--- src/rtl/pc_branch_unit.sv ---
// pc_branch_unit: program counter, PSR flags and branch/jump condition evaluation
module pc_branch_unit #(
  parameter int PC_WIDTH = 16,
  parameter logic [PC_WIDTH-1:0] RESET_PC = '0
) (
  input  logic                clock,
  input  logic                reset,
  input  logic [15:0]         instruction,
  input  logic                pcEn,
  input  logic                pcIncOrSet,
  input  logic                psrEn,
  input  logic [4:0]          aluFlags,
  input  logic [PC_WIDTH-1:0] targetReg,
  output logic [PC_WIDTH-1:0] pc,
  output logic [4:0]          psrFlags,
  output logic                taken,
  output logic [PC_WIDTH-1:0] linkAddr
);
  logic [3:0] op, cond;
  logic is_b, is_j, is_jal;
  logic n, z, f, l, c;
  logic [15:0] cond_vec;
  logic [PC_WIDTH-1:0] disp_ext, next_pc;
  assign op = instruction[15:12];
  assign cond = instruction[11:8];
  assign is_b = op == 4'b1100;
  assign is_j = op == 4'b0100 && instruction[7:4] == 4'b1100;
  assign is_jal = op == 4'b0100 && instruction[7:4] == 4'b1000;
  assign {n, z, f, l, c} = psrFlags;
  // One bit per condition code, indexed by cond; conditions see only the registered flags
  assign cond_vec = {1'b0, 1'b1, n | z, ~n & ~z, l | z, ~l & ~z, ~f, f,
                     ~n, n, ~l, l, ~c, c, ~z, z};
  assign taken = ((is_b | is_j) & cond_vec[cond]) | is_jal;
  assign linkAddr = pc + 1'b1;
  assign disp_ext = {{(PC_WIDTH-8){instruction[7]}}, instruction[7:0]};
  // Next PC: sequential unless a set request meets a taken branch/jump
  always_comb begin
    next_pc = (!pcIncOrSet || !taken) ? linkAddr : is_b ? pc + disp_ext : targetReg;
  end
  // PC and PSR registers; reset dominates both strobes
  always_ff @(posedge clock) begin
    if (!reset) begin
      pc <= RESET_PC;
      psrFlags <= 5'b0;
    end else begin
      if (pcEn) pc <= next_pc;
      if (psrEn) psrFlags <= aluFlags;
    end
  end
endmodule

--- config.mk ---
export PLATFORM = sky130hd
export DESIGN_NAME = pc_branch_unit
export DESIGN_NICKNAME = d
export VERILOG_FILES = /design/src/rtl/pc_branch_unit.sv
export SDC_FILE = /design/constraint.sdc
export NUM_CORES = 1
export LEC_CHECK = 0
export CAP_MARGIN = 20
export CORE_UTILIZATION = 46
export DETAILED_ROUTE_END_ITERATION = 7
export GPL_ROUTABILITY_DRIVEN = 1
export PLACE_DENSITY = 0.79
export SLEW_MARGIN = 20
export SYNTH_ARGS = -nofsm -noshare
export SYNTH_HDL_FRONTEND = slang
export SYNTH_SLANG_ARGS = --single-unit
--- constraint.sdc ---
create_clock -name clock -period 3.4 [get_ports clock]
set_input_delay 0.68 -clock clock [delete_from_list [all_inputs] [get_ports clock]]
set_output_delay 0.68 -clock clock [all_outputs]
set_load 0.01 [all_outputs]
======== Word level (Yosys, flattened, before mapping) ========
Cells that the tools add are included.
storage, ports and cells
  memory bits (read-only) ................. 0
  bits in registers ....................... 21
  memories ................................ 0
  memory bits (writable) .................. 0
  latch bits .............................. 0
cells by class
  reductions and logical operators ........ 5
  multiply operators ...................... 0
  equal/unequal tests ..................... 4
  multiplexer cells ....................... 4
  add/subtract/negate cells ............... 2
  shifts and indexed selects .............. 0
  div/mod/pow operators ................... 0
  bitwise logic cells ..................... 12
  order comparisons ....................... 1
operator list
  operator               number
  $mux 16                2
  $add 16x1->16 const B  1
  $add 16x16->16         1
  $eq 4x4->1 const B     3
  $lt 4x5->1 const B     1
  $not 1->1              5
  $bmux 1 s4             1
  $eq 4x3->1 const B     1
  $or 1x1->1             4
  $and 1x1->1            3
  $logic_and 1x1->1      2
  $logic_not 1->1        2
  $logic_or 1x1->1       1
  $mux 1                 1

======== Longest topological paths before layout ========
  word-level depth ........................ 9
  mapped depth ............................ 9
  depth with buffers taken out ............ 9

======== Worst setup path after synthesis ========
No wires, ideal clock.
  kind .................................... input -> register
  start point ............................. in instruction[0]
  end point ............................... reg pc[14]
  arrival time ............................ 2694 ps
  setup time .............................. 120 ps
  stages on the path ...................... 9
  path buffers ............................ 0
  setup slack ............................. 586 ps
  cell sequence ........................... ha_1 -> fa_1 -> a21o_1 -> a221oi_2 -> o31ai_1 -> o311a_1 -> nor3_1 -> nor3_1 -> o31a_1
between the ends
  word-level cells in the longest chain between the ends .. 3
ends and longest elaborated chain
  element                 RTL line  source
  start: declaration      8         input logic [15:0] instruction,
  $add 16x16->16          38        next_pc = (!pcIncOrSet || !taken) ? linkAddr : is_b ? pc + disp_ext : targetReg;
  $mux 16 (2 in series)   38
  end signal: assignment  46        if (pcEn) pc <= next_pc;
  end: declaration        14        output logic [PC_WIDTH-1:0] pc,
No other way between the ends.
A chain may end at the register's enable or synchronous reset.

======== Worst setup path in the final report ========
  start point ............................. reg pc[1]
  end point ............................... out linkAddr[10]
between the ends
  word-level cells in the longest chain between the ends .. 1
ends and longest elaborated chain
  element           RTL line  source
  $add 16x1->16     34        assign linkAddr = pc + 1'b1;
  end: declaration  17        output logic [PC_WIDTH-1:0] linkAddr
No other way between the ends.

==> impl_metrics.prom <==
# TYPE chip_impl_metric gauge
chip_impl_info{name="status",value="completed"} 1
chip_impl_metric{name="dpl_cell_area",unit="sq mm"} 0.00309
chip_impl_metric{name="grt_first_pass_wirelength",unit="microns"} 10900
chip_impl_info{name="grt_setup_unrepaired",value="false"} 1
chip_impl_metric{name="finalWorstPathRequiredPeriod",unit="ns"} 3.22
chip_impl_info{name="cp_cell_sequence",value="ha_1 > nand3_1 > nor2_2 > nand2_1 > nor2_1 > xor2_1 > clkdlybuf4s50_1"} 1
chip_impl_metric{name="slew_headroom",unit="%"} 51.1
chip_impl_metric{name="gp_routability_congestion",unit=""} 0.860
chip_impl_metric{name="seq_area_frac_synth",unit="%"} 18.6
chip_impl_metric{name="data_arrival_critical_path",unit="ns"} 2.54
chip_impl_metric{name="die_boundary_width",unit="microns"} 72.1
chip_impl_metric{name="max_freq",unit="MHz"} 311
chip_impl_metric{name="antenna_cells",unit=""} 0
chip_impl_info{name="ys.flop_type",value="dfxtp_1"} 1
chip_impl_metric{name="relative_contribution_of_the_clock_network_to_total_power",unit="%"} 25.7
chip_impl_metric{name="drt_pre_antenna_iters",unit=""} 4
chip_impl_metric{name="cp_data_required_time",unit="ns"} 2.72
chip_impl_metric{name="final_layout_size_suffix_gt1_share",unit="%"} 6.58
chip_impl_metric{name="dr_wl_met3",unit="microns"} 424
chip_impl_metric{name="vias",unit=""} 2477
chip_impl_metric{name="proportion_of_netlist_area_held_by_the_largest_area_contributor",unit="%"} 18.6
chip_impl_metric{name="antenna_found_initial",unit=""} 0
chip_impl_metric{name="grt_max_degree",unit=""} 24
chip_impl_metric{name="power.static_leakage",unit="nW"} 1.26
chip_impl_metric{name="vdd_ir_drop_max",unit="mV"} 0.182
chip_impl_metric{name="met2RoutedLength",unit="microns"} 3110
chip_impl_metric{name="final-instance-count-excl-fill",unit=""} 432
chip_impl_info{name="topRoutingLayerUsed",value="met4"} 1
chip_impl_metric{name="core_area",unit="sq mm"} 0.00472
chip_impl_metric{name="cp_max_fo",unit=""} 6
chip_impl_metric{name="synth-async-reset-ratio",unit="%"} 0
chip_impl_metric{name="via_count_of_the_first_global_routing_pass",unit=""} 2329
chip_impl_metric{name="syn_nets",unit=""} 346
chip_impl_metric{name="site_rows",unit=""} 25
chip_impl_metric{name="num-nets-final",unit=""} 425
chip_impl_metric{name="h_tree_levels",unit=""} 1
chip_impl_info{name="min_path_type",value="register to register"} 1
chip_impl_info{name="critPathSlowestCell",value="clkdlybuf4s50_1"} 1
chip_impl_metric{name="setup_total_negative_slack",unit="ns"} 0
chip_impl_metric{name="placed_cells",unit=""} 428
chip_impl_metric{name="number_of_synthesized_register_bits",unit=""} 21
chip_impl_metric{name="synthesis.instances",unit=""} 287
chip_impl_metric{name="final_setup_fails",unit=""} 0
chip_impl_metric{name="post_drt_via_cell_ratio",unit=""} 5.73
chip_impl_metric{name="grt_use_total",unit="%"} 26.2
chip_impl_metric{name="finished_cell_area",unit="sq mm"} 0.00314
chip_impl_info{name="clk_root_buffer_cell",value="clkbuf_8"} 1
chip_impl_info{name="crit_end_category",value="primary output"} 1
chip_impl_metric{name="initial_utilization",unit="%"} 47.8
chip_impl_metric{name="synth.avg_cell_area",unit="sq um"} 7.87
chip_impl_metric{name="synth.cell_area",unit="sq mm"} 0.00226
chip_impl_metric{name="globalRouteOverflowTotal",unit=""} 0
chip_impl_metric{name="synth.distinct_cells",unit=""} 54
chip_impl_metric{name="net-switching-power",unit="mW"} 0.206
chip_impl_metric{name="clk_transition_reported_paths",unit="ns"} 0.08
chip_impl_metric{name="clock_insertion_delay_worst_skew",unit="ns"} 0.27
chip_impl_metric{name="drc",unit=""} 0
chip_impl_metric{name="port_buffers",unit=""} 79
chip_impl_metric{name="ctsLongestPathBuffers",unit=""} 2
chip_impl_metric{name="dieArea",unit="sq mm"} 0.00519
chip_impl_metric{name="critical-path-max-stage-delay",unit="ns"} 0.56
chip_impl_metric{name="synth_warnings",unit=""} 0
chip_impl_metric{name="routed_wire_length_per_instance",unit="microns"} 15.6
chip_impl_metric{name="finClkSkew",unit="ns"} 0.00531
chip_impl_metric{name="slew_limit_fails",unit=""} 0
chip_impl_metric{name="final_antenna_net_count",unit=""} 0
chip_impl_metric{name="count_of_flip_flops_with_a_built_in_enable_after_synthesis",unit=""} 0
chip_impl_metric{name="totalWireLength",unit="microns"} 6750
chip_impl_metric{name="cts_hold_repair.buffers",unit=""} 0
chip_impl_metric{name="setup.reg_to_reg.worst_slack",unit="ns"} 0.78
chip_impl_info{name="synth_area_leader_cell",value="dfxtp_1"} 1
chip_impl_metric{name="ioPinCount",unit=""} 80
chip_impl_info{name="synthTopCellsByArea",value="dfxtp_1 19%, ha_1 8.9%, mux2i_1 6.2%, o21ai_0 5.8%, xnor2_1 5.4%"} 1
chip_impl_metric{name="power.share.switching",unit="%"} 30.8
chip_impl_metric{name="dp_hpwl",unit="microns"} 5280
chip_impl_metric{name="finalHoldViolCount",unit=""} 0
chip_impl_metric{name="worst_pin_slew",unit="ns"} 0.731
chip_impl_info{name="tritoncts",value="built"} 1
chip_impl_metric{name="intPower",unit="mW"} 0.462
chip_impl_metric{name="cts_num_sinks",unit=""} 21
chip_impl_metric{name="period_share",unit="%"} 94.6
chip_impl_metric{name="wirelength_met1",unit="microns"} 3140
chip_impl_metric{name="pwr-share-comb",unit="%"} 34.0
chip_impl_metric{name="drt_iter0_markers",unit=""} 174
chip_impl_metric{name="syn_to_final_growth",unit="%"} 39.2
chip_impl_info{name="startpoint_type",value="register"} 1
chip_impl_info{name="criticalPathCategory",value="register to primary output"} 1
chip_impl_metric{name="p_per_area",unit="mW/mm^2"} 212
chip_impl_metric{name="die_height",unit="microns"} 72.1
chip_impl_metric{name="pwr-share-seq",unit="%"} 40.3
chip_impl_metric{name="max_cap_violations",unit=""} 0
chip_impl_metric{name="cts_buffers",unit=""} 3
==> worst max-delay path: cells and delay by family, from the launching register on <==
kind / cells / cell delay (ns)
AND/OR/NAND/NOR: 4 / 0.74
buffers and inverters: 1 / 0.56
flip-flops: 1 / 0.49
adder cells (fa/ha/maj): 1 / 0.30
XOR/XNOR: 1 / 0.19
==> timing repair <==
item                                    4_1_cts  5_1_grt
endpoints found under the setup margin        0        2
resized for setup                             0        2
hold endpoints to repair                      0        0
buffers inserted                              0        0
==> state kept, by name (all words and copies together), names as in the netlist <==
register and flops:
pc 16, psrFlags 5
==> layout make-up <==
type | instances | area, sq um
multi-input combinational | 249 | 1720
fill | 418 | 1580
timing repair buffer | 88 | 861
sequential | 21 | 420
tap | 67 | 83.8
clock buffer | 3 | 41.3
inverter | 3 | 11.3
clock inverter | 1 | 5.00
==> metrics by stage <==
step                hold slack [ns]  util [%]  power [mW]  setup slack, ns
global placement              0.532      65.5       0.496           0.0849
CTS                           0.558      66.4       0.665           0.0307
detailed placement            0.539      65.5       0.499           0.0335
finish                        0.556      66.5       0.668            0.182
global route                  0.593      66.5       0.701           0.0533
floorplan                     0.550         -       0.389            0.586
==> synth_stat cells (all sizes together), types with 3 or more instances <==
| library cell | n |
|---|---|
| nand2 | 30 |
| o21ai | 27 |
| dfxtp | 21 |
| nor2 | 19 |
| a21oi | 18 |
| ha | 16 |
| mux2i | 14 |
| xnor2 | 14 |
| xor2 | 11 |
| nand3 | 10 |
| clkbuf | 9 |
| a31oi | 6 |
| nand4 | 6 |
| and3 | 5 |
| nand3b | 5 |
| nor2b | 5 |
| a211oi | 4 |
| a32o | 4 |
| buf | 4 |
| nor3b | 4 |
| o21a | 4 |
| o31ai | 4 |
| or2b | 4 |
| a21o | 3 |
| and2 | 3 |
| and3b | 3 |
| and4 | 3 |
| inv | 3 |
| nor3 | 3 |
==> cell families (layout without fill, tap and decap cells) <==
logic type / after synthesis / in the layout / synth area share [%]
flip-flops: 21 / 21 / 18.6
buffers and inverters: 17 / 95 / 5.32
multiplexers: 16 / 16 / 7.20
AO/OA/AOI/OAI: 84 / 84 / 24.0
adder cells (fa/ha/maj): 17 / 17 / 9.75
AND/OR/NAND/NOR: 107 / 107 / 25.4
XOR/XNOR: 25 / 25 / 9.70
==> power by group through the flow <==
| stage | clock, mW | combinational (mW) | sequential, mW |
|---|---|---|---|
| after detailed placement | 0 | 0.225 | 0.275 |
| after global routing | 0.184 | 0.246 | 0.271 |
| after global placement | 0 | 0.222 | 0.274 |
| final | 0.171 | 0.227 | 0.269 |
| after CTS | 0.170 | 0.226 | 0.269 |
| after floorplan | 0 | 0.114 | 0.275 |
==> routing by layer <==
layer	vias up	track usage, %
met5	-	0
met2	100	46.1
met3	8	4.17
met1	1145	33.6
li1	1224	-
met4	0	5.45
==> final timing paths <==
check | startpoint | endpoint | cells after the start
hold / removal | psrFlags[0] | psrFlags[0] | 2
hold reg to reg | psrFlags[0] | psrFlags[0] | 2
setup / recovery | pc[1] | linkAddr[10] | 7
setup reg to reg | pc[0] | pc[14] | 9
==> placed cells by master, fill, tap and decap left out, drive strengths merged, types with 2 or more instances in the layout <==
cell / count
a21o: 3
o22ai: 2
dfxtp: 21
o31ai: 4
a221oi: 2
nand4: 6
xor2: 11
a21oi: 18
ha: 16
nand2b: 2
a211o: 2
and4: 3
o21ai: 27
and3b: 3
o31a: 2
a31oi: 6
and3: 5
mux2: 2
and2: 3
or2b: 4
nand2: 30
buf: 9
nor3: 3
nor2: 19
xnor2: 14
inv: 3
nand3b: 5
nand3: 10
a32o: 4
clkdlybuf4s50: 78
nor2b: 5
a211oi: 4
clkbuf: 3
nor3b: 4
mux2i: 14
o21a: 4
o211ai: 2
No activity file was read; power rests on OpenSTA's default activity.
